`config.mk`:
```
export PLATFORM = sky130hd
export DESIGN_NAME = mul8_share_sched
export DESIGN_NICKNAME = d
export VERILOG_FILES = /design/src/rtl/mul8_share_sched.sv
export SDC_FILE = /design/constraint.sdc
export NUM_CORES = 1
export LEC_CHECK = 0
export ABC_AREA = 1
export CORE_ASPECT_RATIO = 1.75
export CORE_MARGIN = 10
export CORE_UTILIZATION = 40
export CTS_BUF_LIST = sky130_fd_sc_hd__clkbuf_16
export DETAILED_ROUTE_END_ITERATION = 10
export PLACE_DENSITY_LB_ADDON = 0.05
export RECOVER_POWER = 100
export SLEW_MARGIN = 20
export SYNTH_ARGS = -nofsm -noshare
export SYNTH_HDL_FRONTEND = slang
export SYNTH_SLANG_ARGS = --single-unit
```
`constraint.sdc`:
```
create_clock -name clk -period 2.9 [get_ports clk]
set_clock_uncertainty 0.15 [all_clocks]
set_input_delay 0.725 -clock clk [delete_from_list [all_inputs] [get_ports clk]]
set_output_delay 0.725 -clock clk [all_outputs]
set_load 0.1 [all_outputs]
```
`src/rtl/mul8_share_sched.sv`:
```
// mul8_share_sched: round-robin scheduler sharing one external 8x8 multiplier
// among NREQ requesters, with a two-stage operand/response pipeline, a tagged
// valid/ready response stream and a flush/drain FSM.
// Optional build macro: MUL_ERR_MON_EN adds an error monitor (err_clr,
// err_cnt, err_max) comparing mul_o against the exact product.
module mul8_share_sched #(
    parameter int unsigned NREQ = 4,
    parameter int unsigned ID_W = 2
) (
    input  logic              clk,
    input  logic              rst_n,
    input  logic [NREQ-1:0]   req_valid,
    input  logic [8*NREQ-1:0] req_a,
    input  logic [8*NREQ-1:0] req_b,
    output logic [NREQ-1:0]   req_ready,
    output logic [7:0]        mul_a,
    output logic [7:0]        mul_b,
    input  logic [15:0]       mul_o,
    output logic              rsp_valid,
    output logic [ID_W-1:0]   rsp_id,
    output logic [15:0]       rsp_prod,
    input  logic              rsp_ready,
    input  logic              flush,
    output logic              flush_done,
    output logic              busy
`ifdef MUL_ERR_MON_EN
    ,
    input  logic              err_clr,
    output logic [15:0]       err_cnt,
    output logic [15:0]       err_max
`endif
);

    typedef enum logic [1:0] {ST_IDLE, ST_RUN, ST_DRAIN} state_t;

    state_t          r_state, w_state_nxt;
    logic            r_hold, w_hold_nxt;
    logic            r_flush_done, w_done_nxt;
    logic [ID_W-1:0] r_rr_ptr;
    logic            r_s1_valid;
    logic [7:0]      r_mul_a, r_mul_b;
    logic [ID_W-1:0] r_s1_id;
    logic            r_rsp_valid;
    logic [ID_W-1:0] r_rsp_id;
    logic [15:0]     r_rsp_prod;

    logic            w_s2_free, w_s1_free;
    logic            w_hi_found, w_lo_found;
    logic [ID_W-1:0] w_hi_idx, w_lo_idx, w_gnt_idx;
    logic            w_gnt_found, w_accept;
    logic [7:0]      w_sel_a, w_sel_b;

    assign w_s2_free = !r_rsp_valid || rsp_ready;
    assign w_s1_free = !r_s1_valid || w_s2_free;

    // Round-robin search: first valid index at or above rr_ptr, else lowest valid index.
    always_comb begin
        w_hi_found = 1'b0;
        w_lo_found = 1'b0;
        w_hi_idx   = '0;
        w_lo_idx   = '0;
        for (int unsigned i = 0; i < NREQ; i++) begin
            if (req_valid[i] && !w_hi_found && (i >= 32'(r_rr_ptr))) begin
                w_hi_found = 1'b1;
                w_hi_idx   = ID_W'(i);
            end
            if (req_valid[i] && !w_lo_found) begin
                w_lo_found = 1'b1;
                w_lo_idx   = ID_W'(i);
            end
        end
        w_gnt_found = w_lo_found;
        w_gnt_idx   = w_hi_found ? w_hi_idx : w_lo_idx;
    end

    // Accept gating, per-requester ready and operand mux for the granted requester.
    always_comb begin
        w_accept = rst_n && w_gnt_found && w_s1_free && (r_state != ST_DRAIN) && !flush;
        req_ready = '0;
        w_sel_a   = '0;
        w_sel_b   = '0;
        for (int unsigned i = 0; i < NREQ; i++) begin
            if (w_gnt_idx == ID_W'(i)) begin
                req_ready[i] = w_accept;
                w_sel_a      = req_a[8*i +: 8];
                w_sel_b      = req_b[8*i +: 8];
            end
        end
    end

    // Flush FSM next state; r_hold suppresses a second drain while flush stays high.
    always_comb begin
        w_state_nxt = r_state;
        w_done_nxt  = 1'b0;
        w_hold_nxt  = r_hold && flush;
        case (r_state)
            ST_IDLE: begin
                if (flush && !r_hold) w_state_nxt = ST_DRAIN;
                else if (w_accept)    w_state_nxt = ST_RUN;
            end
            ST_RUN: begin
                if (flush)
                    w_state_nxt = ST_DRAIN;
                else if (!w_accept && !r_s1_valid && !r_rsp_valid)
                    w_state_nxt = ST_IDLE;
            end
            ST_DRAIN: begin
                if (!r_s1_valid && !r_rsp_valid) begin
                    w_state_nxt = ST_IDLE;
                    w_done_nxt  = 1'b1;
                    w_hold_nxt  = flush;
                end
            end
            default: w_state_nxt = ST_IDLE;
        endcase
    end

    // FSM state, drain-hold flag, done pulse and round-robin pointer.
    always_ff @(posedge clk or negedge rst_n) begin
        if (!rst_n) begin
            r_state      <= ST_IDLE;
            r_hold       <= 1'b0;
            r_flush_done <= 1'b0;
            r_rr_ptr     <= '0;
        end else begin
            r_state      <= w_state_nxt;
            r_hold       <= w_hold_nxt;
            r_flush_done <= w_done_nxt;
            if (w_accept)
                r_rr_ptr <= (w_gnt_idx == ID_W'(NREQ - 1)) ? '0 : w_gnt_idx + ID_W'(1);
        end
    end

    // S1 operand stage; operands hold when empty to keep the multiplier quiet.
    always_ff @(posedge clk or negedge rst_n) begin
        if (!rst_n) begin
            r_s1_valid <= 1'b0;
            r_mul_a    <= '0;
            r_mul_b    <= '0;
            r_s1_id    <= '0;
        end else begin
            r_s1_valid <= w_accept || (r_s1_valid && !w_s2_free);
            if (w_accept) begin
                r_mul_a <= w_sel_a;
                r_mul_b <= w_sel_b;
                r_s1_id <= w_gnt_idx;
            end
        end
    end

    // S2 response stage captures the multiplier output when S1 advances.
    always_ff @(posedge clk or negedge rst_n) begin
        if (!rst_n) begin
            r_rsp_valid <= 1'b0;
            r_rsp_id    <= '0;
            r_rsp_prod  <= '0;
        end else if (w_s2_free) begin
            r_rsp_valid <= r_s1_valid;
            if (r_s1_valid) begin
                r_rsp_id   <= r_s1_id;
                r_rsp_prod <= mul_o;
            end
        end
    end

    assign mul_a      = r_mul_a;
    assign mul_b      = r_mul_b;
    assign rsp_valid  = r_rsp_valid;
    assign rsp_id     = r_rsp_id;
    assign rsp_prod   = r_rsp_prod;
    assign flush_done = r_flush_done;
    assign busy       = r_s1_valid || r_rsp_valid;

`ifdef MUL_ERR_MON_EN
    logic [15:0] r_s2_exact;
    logic [15:0] r_err_cnt, r_err_max;
    logic [15:0] w_err_abs;

    assign w_err_abs = (r_rsp_prod >= r_s2_exact) ? (r_rsp_prod - r_s2_exact)
                                                  : (r_s2_exact - r_rsp_prod);

    // Exact product of the S1 operands travels alongside the S2 response.
    always_ff @(posedge clk or negedge rst_n) begin
        if (!rst_n)
            r_s2_exact <= '0;
        else if (w_s2_free && r_s1_valid)
            r_s2_exact <= 16'(r_mul_a) * 16'(r_mul_b);
    end

    // Error counters update on delivery; a synchronous clear overrides an update.
    always_ff @(posedge clk or negedge rst_n) begin
        if (!rst_n) begin
            r_err_cnt <= '0;
            r_err_max <= '0;
        end else if (err_clr) begin
            r_err_cnt <= '0;
            r_err_max <= '0;
        end else if (r_rsp_valid && rsp_ready) begin
            if (w_err_abs != 16'd0 && r_err_cnt != '1)
                r_err_cnt <= r_err_cnt + 16'd1;
            if (w_err_abs > r_err_max)
                r_err_max <= w_err_abs;
        end
    end

    assign err_cnt = r_err_cnt;
    assign err_max = r_err_max;
`endif

endmodule
```
==> results.sh <==
export IMPL_dr_wl_met3_um=625
export IMPL_ios=129
export IMPL_die_area_um2=10000
export IMPL_grt_pass1_wl_um=12700
export IMPL_clkTransAtPathRegs_ps=60
export IMPL_htreeDepth=2
export IMPL_dp_hpwl_um=6500
export IMPL_path_buf_inv=5
export IMPL_power_density_nw_per_um2=1320
export IMPL_grt_pass1_vias=2520
export IMPL_synthArstFlopShare_pct=100
export IMPL_path_common_cell="inv_4"
export IMPL_antenna_found_initial=0
export IMPL_crit_slowest_cell="or2_4"
export IMPL_period_needed_ps=2850
export IMPL_cts_tree="done"
export IMPL_cp_data_arrival_time_ps=1980
export IMPL_cts_buffers=5
export IMPL_clock_latency_ps=290
export IMPL_final_util_pct=64.4
export IMPL_pre_cts_slack_ps=-354
export IMPL_syn_area_um2=2530
export IMPL_ys_top_cells_by_area="dfrtp_1, nand2_1, mux2_2"
export IMPL_layout_drive_gt1_share_pct=18.7
export IMPL_synth_top_area_share_pct=43.5
export IMPL_wl_met1_um=3110
export IMPL_die_y_um=125
export IMPL_synth_commonest_cells="nand2_1, dfrtp_1, nand3_1"
export IMPL_rows=38
export IMPL_nets=546
export IMPL_drc_errors=0
export IMPL_startpoint_type="input pin"
export IMPL_path_max_fanout=4
export IMPL_layout_setup_ws_ps=49.0
export IMPL_start_util_pct=41.0
export IMPL_port_buffers=128
export IMPL_status="finished clean"
export IMPL_place_area_um2=3940
export IMPL_ys_flop_type="dfrtp_1"
export IMPL_power_uw=5240
export IMPL_slew_viol_final=0
export IMPL_dr_wl_met2_um=4100
export IMPL_ys_ff_latch=44
export IMPL_ys_types=27
export IMPL_fp_coreArea_um2=6180
export IMPL_cts_root_buf="clkbuf_16"
export IMPL_path_cells="buf_2, inv_4, or2_4, nand4_1, nand2_4, inv_4, ha_4, inv_6, nor2_4, buf_12"
export IMPL_syn_inst=315
export IMPL_cts_buffer_depth=2
export IMPL_cp_end_kind="output port"
export IMPL_wirelength_um=7940
export IMPL_highest_layer="met4"
export IMPL_syn_area_per_cell_um2=8.04
export IMPL_leakage_uw=0.00186
export IMPL_cts_sinks=44
export IMPL_die_width_um=80.1
export IMPL_grt_use_total_pct=15.7
export IMPL_antenna_diode_count=0
export IMPL_crit_family="simple AND/OR/NAND/NOR gates"
export IMPL_cap_viol_max_count=0
export IMPL_criticalPathCategory="in -> out"
export IMPL_gp_congestion=0.849
export IMPL_fillers=583
export IMPL_synth_edf_count=0
export IMPL_stdcell_area_um2=3980
export IMPL_worst_pin_slew_ps=1260
export IMPL_ant_nets=0
export IMPL_post_drt_wl_per_cell_um=14.8
export IMPL_cts_hold_buf=0
export IMPL_synth_warnings=0
export IMPL_ir_drop_mv=0.891
export IMPL_finalHoldViolCount=0
export IMPL_fin_crit_sh_pct=98.3
export IMPL_overflow=0
export IMPL_yosysTopAreaCell="dfrtp_1"
export IMPL_vias=2488
export IMPL_yosysMostFrequentCell="nand2_1"
export IMPL_fmax_ghz=0.351
export IMPL_viasPerCell=4.65
export IMPL_critPathRequiredTime_ps=2030
export IMPL_syn2layout_area_growth_pct=57.1
export IMPL_dr_first_iter_drc_count=94
export IMPL_setup_viol=0
export IMPL_slew_headroom_pct=16.3
export IMPL_hold_path_class="reg -> reg"
export IMPL_dr_pass1_iters=4
export IMPL_seq_area_frac_synth_pct=43.5
export IMPL_grt_max_degree=45
export IMPL_slowest_delay_ps=220
export IMPL_syn_nets=407
==> stage by stage <==
step | cells | hold slack (ps) | TNS [ps]
5_1_grt | 535 | 342 | -64.3
3_3_place_gp | 524 | 314 | -1570
2_1_floorplan | 315 | 279 | -471
3_5_place_dp | 524 | 319 | -3280
6_report | 535 | 327 | 0
4_1_cts | 534 | 334 | 0
==> where the power goes <==
group          internal, uW  switching [uW]
combinational           812            2770
sequential              890             139
clock                   401             226
==> worst paths after layout <==
kind,startpoint,to,slack (ps),cells past startpoint
worst max-delay path,req_valid[1],req_ready[3],50,10
worst min-delay path,mul_b[1]$_DFFE_PN0P_,mul_b[1]$_DFFE_PN0P_,330,2
worst max register to register,r_rr_ptr[0]$_DFFE_PN0P_,mul_b[3]$_DFFE_PN0P_,710,15
worst min register to register,mul_b[1]$_DFFE_PN0P_,mul_b[1]$_DFFE_PN0P_,330,2
max in group asynchronous,rst_n,rsp_id[1]$_DFFE_PN0P_,1320,2
min in group asynchronous,rst_n,rsp_prod[8]$_DFFE_PN0P_,630,2
==> worst min-delay path: stages, from the launching register on <==
cell,delay [ps]
dfrtp_1,340
nand2_1,50
nand2_1,60
==> metal layers <==
layer	vias up	track usage [%]
met5	-	0
met4	0	5.00
met3	7	5.02
met2	86	27.2
met1	1111	17.4
li1	1284	-
==> what timing repair did <==
action                                  4_1_cts  5_1_grt
setup buffers                                 2        1
endpoints found under the setup margin        4        3
resized for setup                            12        6
pin swaps                                     6        4
==> flip-flops by register name, indices dropped and copies added (netlist names) <==
name,count
rsp_valid,1
mul_a,8
r_s1_valid,1
r_hold,1
rsp_id,2
r_state,2
rsp_prod,16
mul_b,8
r_s1_id,2
r_rr_ptr,2
flush_done,1
==> cell usage in the layout, fill, tap and decap left out, drive strengths merged <==
cell type      synthesis  routed
clkbuf                 1      45
or2                   17      17
dlygate4sd2            0       2
a21oi                 18      18
o21ai                  3       3
dfrtp                 44      44
nand4                  2       2
mux2                  18      18
nor2                  10      10
inv                   17      18
buf                   15      24
clkdlybuf4s50          0      82
bufinv                 0       1
nand3                 38      38
clkinv                 0       1
ha                     4       4
nand2                127     127
a211oi                 1       1
==> final cells by class <==
class                   instances  area (um2)  share of cell area [%]
repair buffers                148        1210                    30.4
clock buffers                   5         125                    3.14
flip-flops and latches         44        1100                    27.7
clock inverters                 3        38.8                   0.975
inverters                      17        83.8                    2.11
multi-input cells             238        1320                    33.1
well taps                      80         100                    2.52
==> kinds of logic (layout without fill, tap and decap cells) <==
| family | Yosys count | after routing | share of synthesized area (%) |
|---|---|---|---|
| DFF | 44 | 44 | 43.5 |
| buffers and inverters | 33 | 173 | 7.56 |
| adders and majority gates | 4 | 4 | 1.98 |
| AOI/OAI and AO/OA | 22 | 22 | 4.60 |
| muxes | 18 | 18 | 8.00 |
| and+or+nand+nor | 194 | 194 | 34.4 |
(Power assumes the default switching activity.)
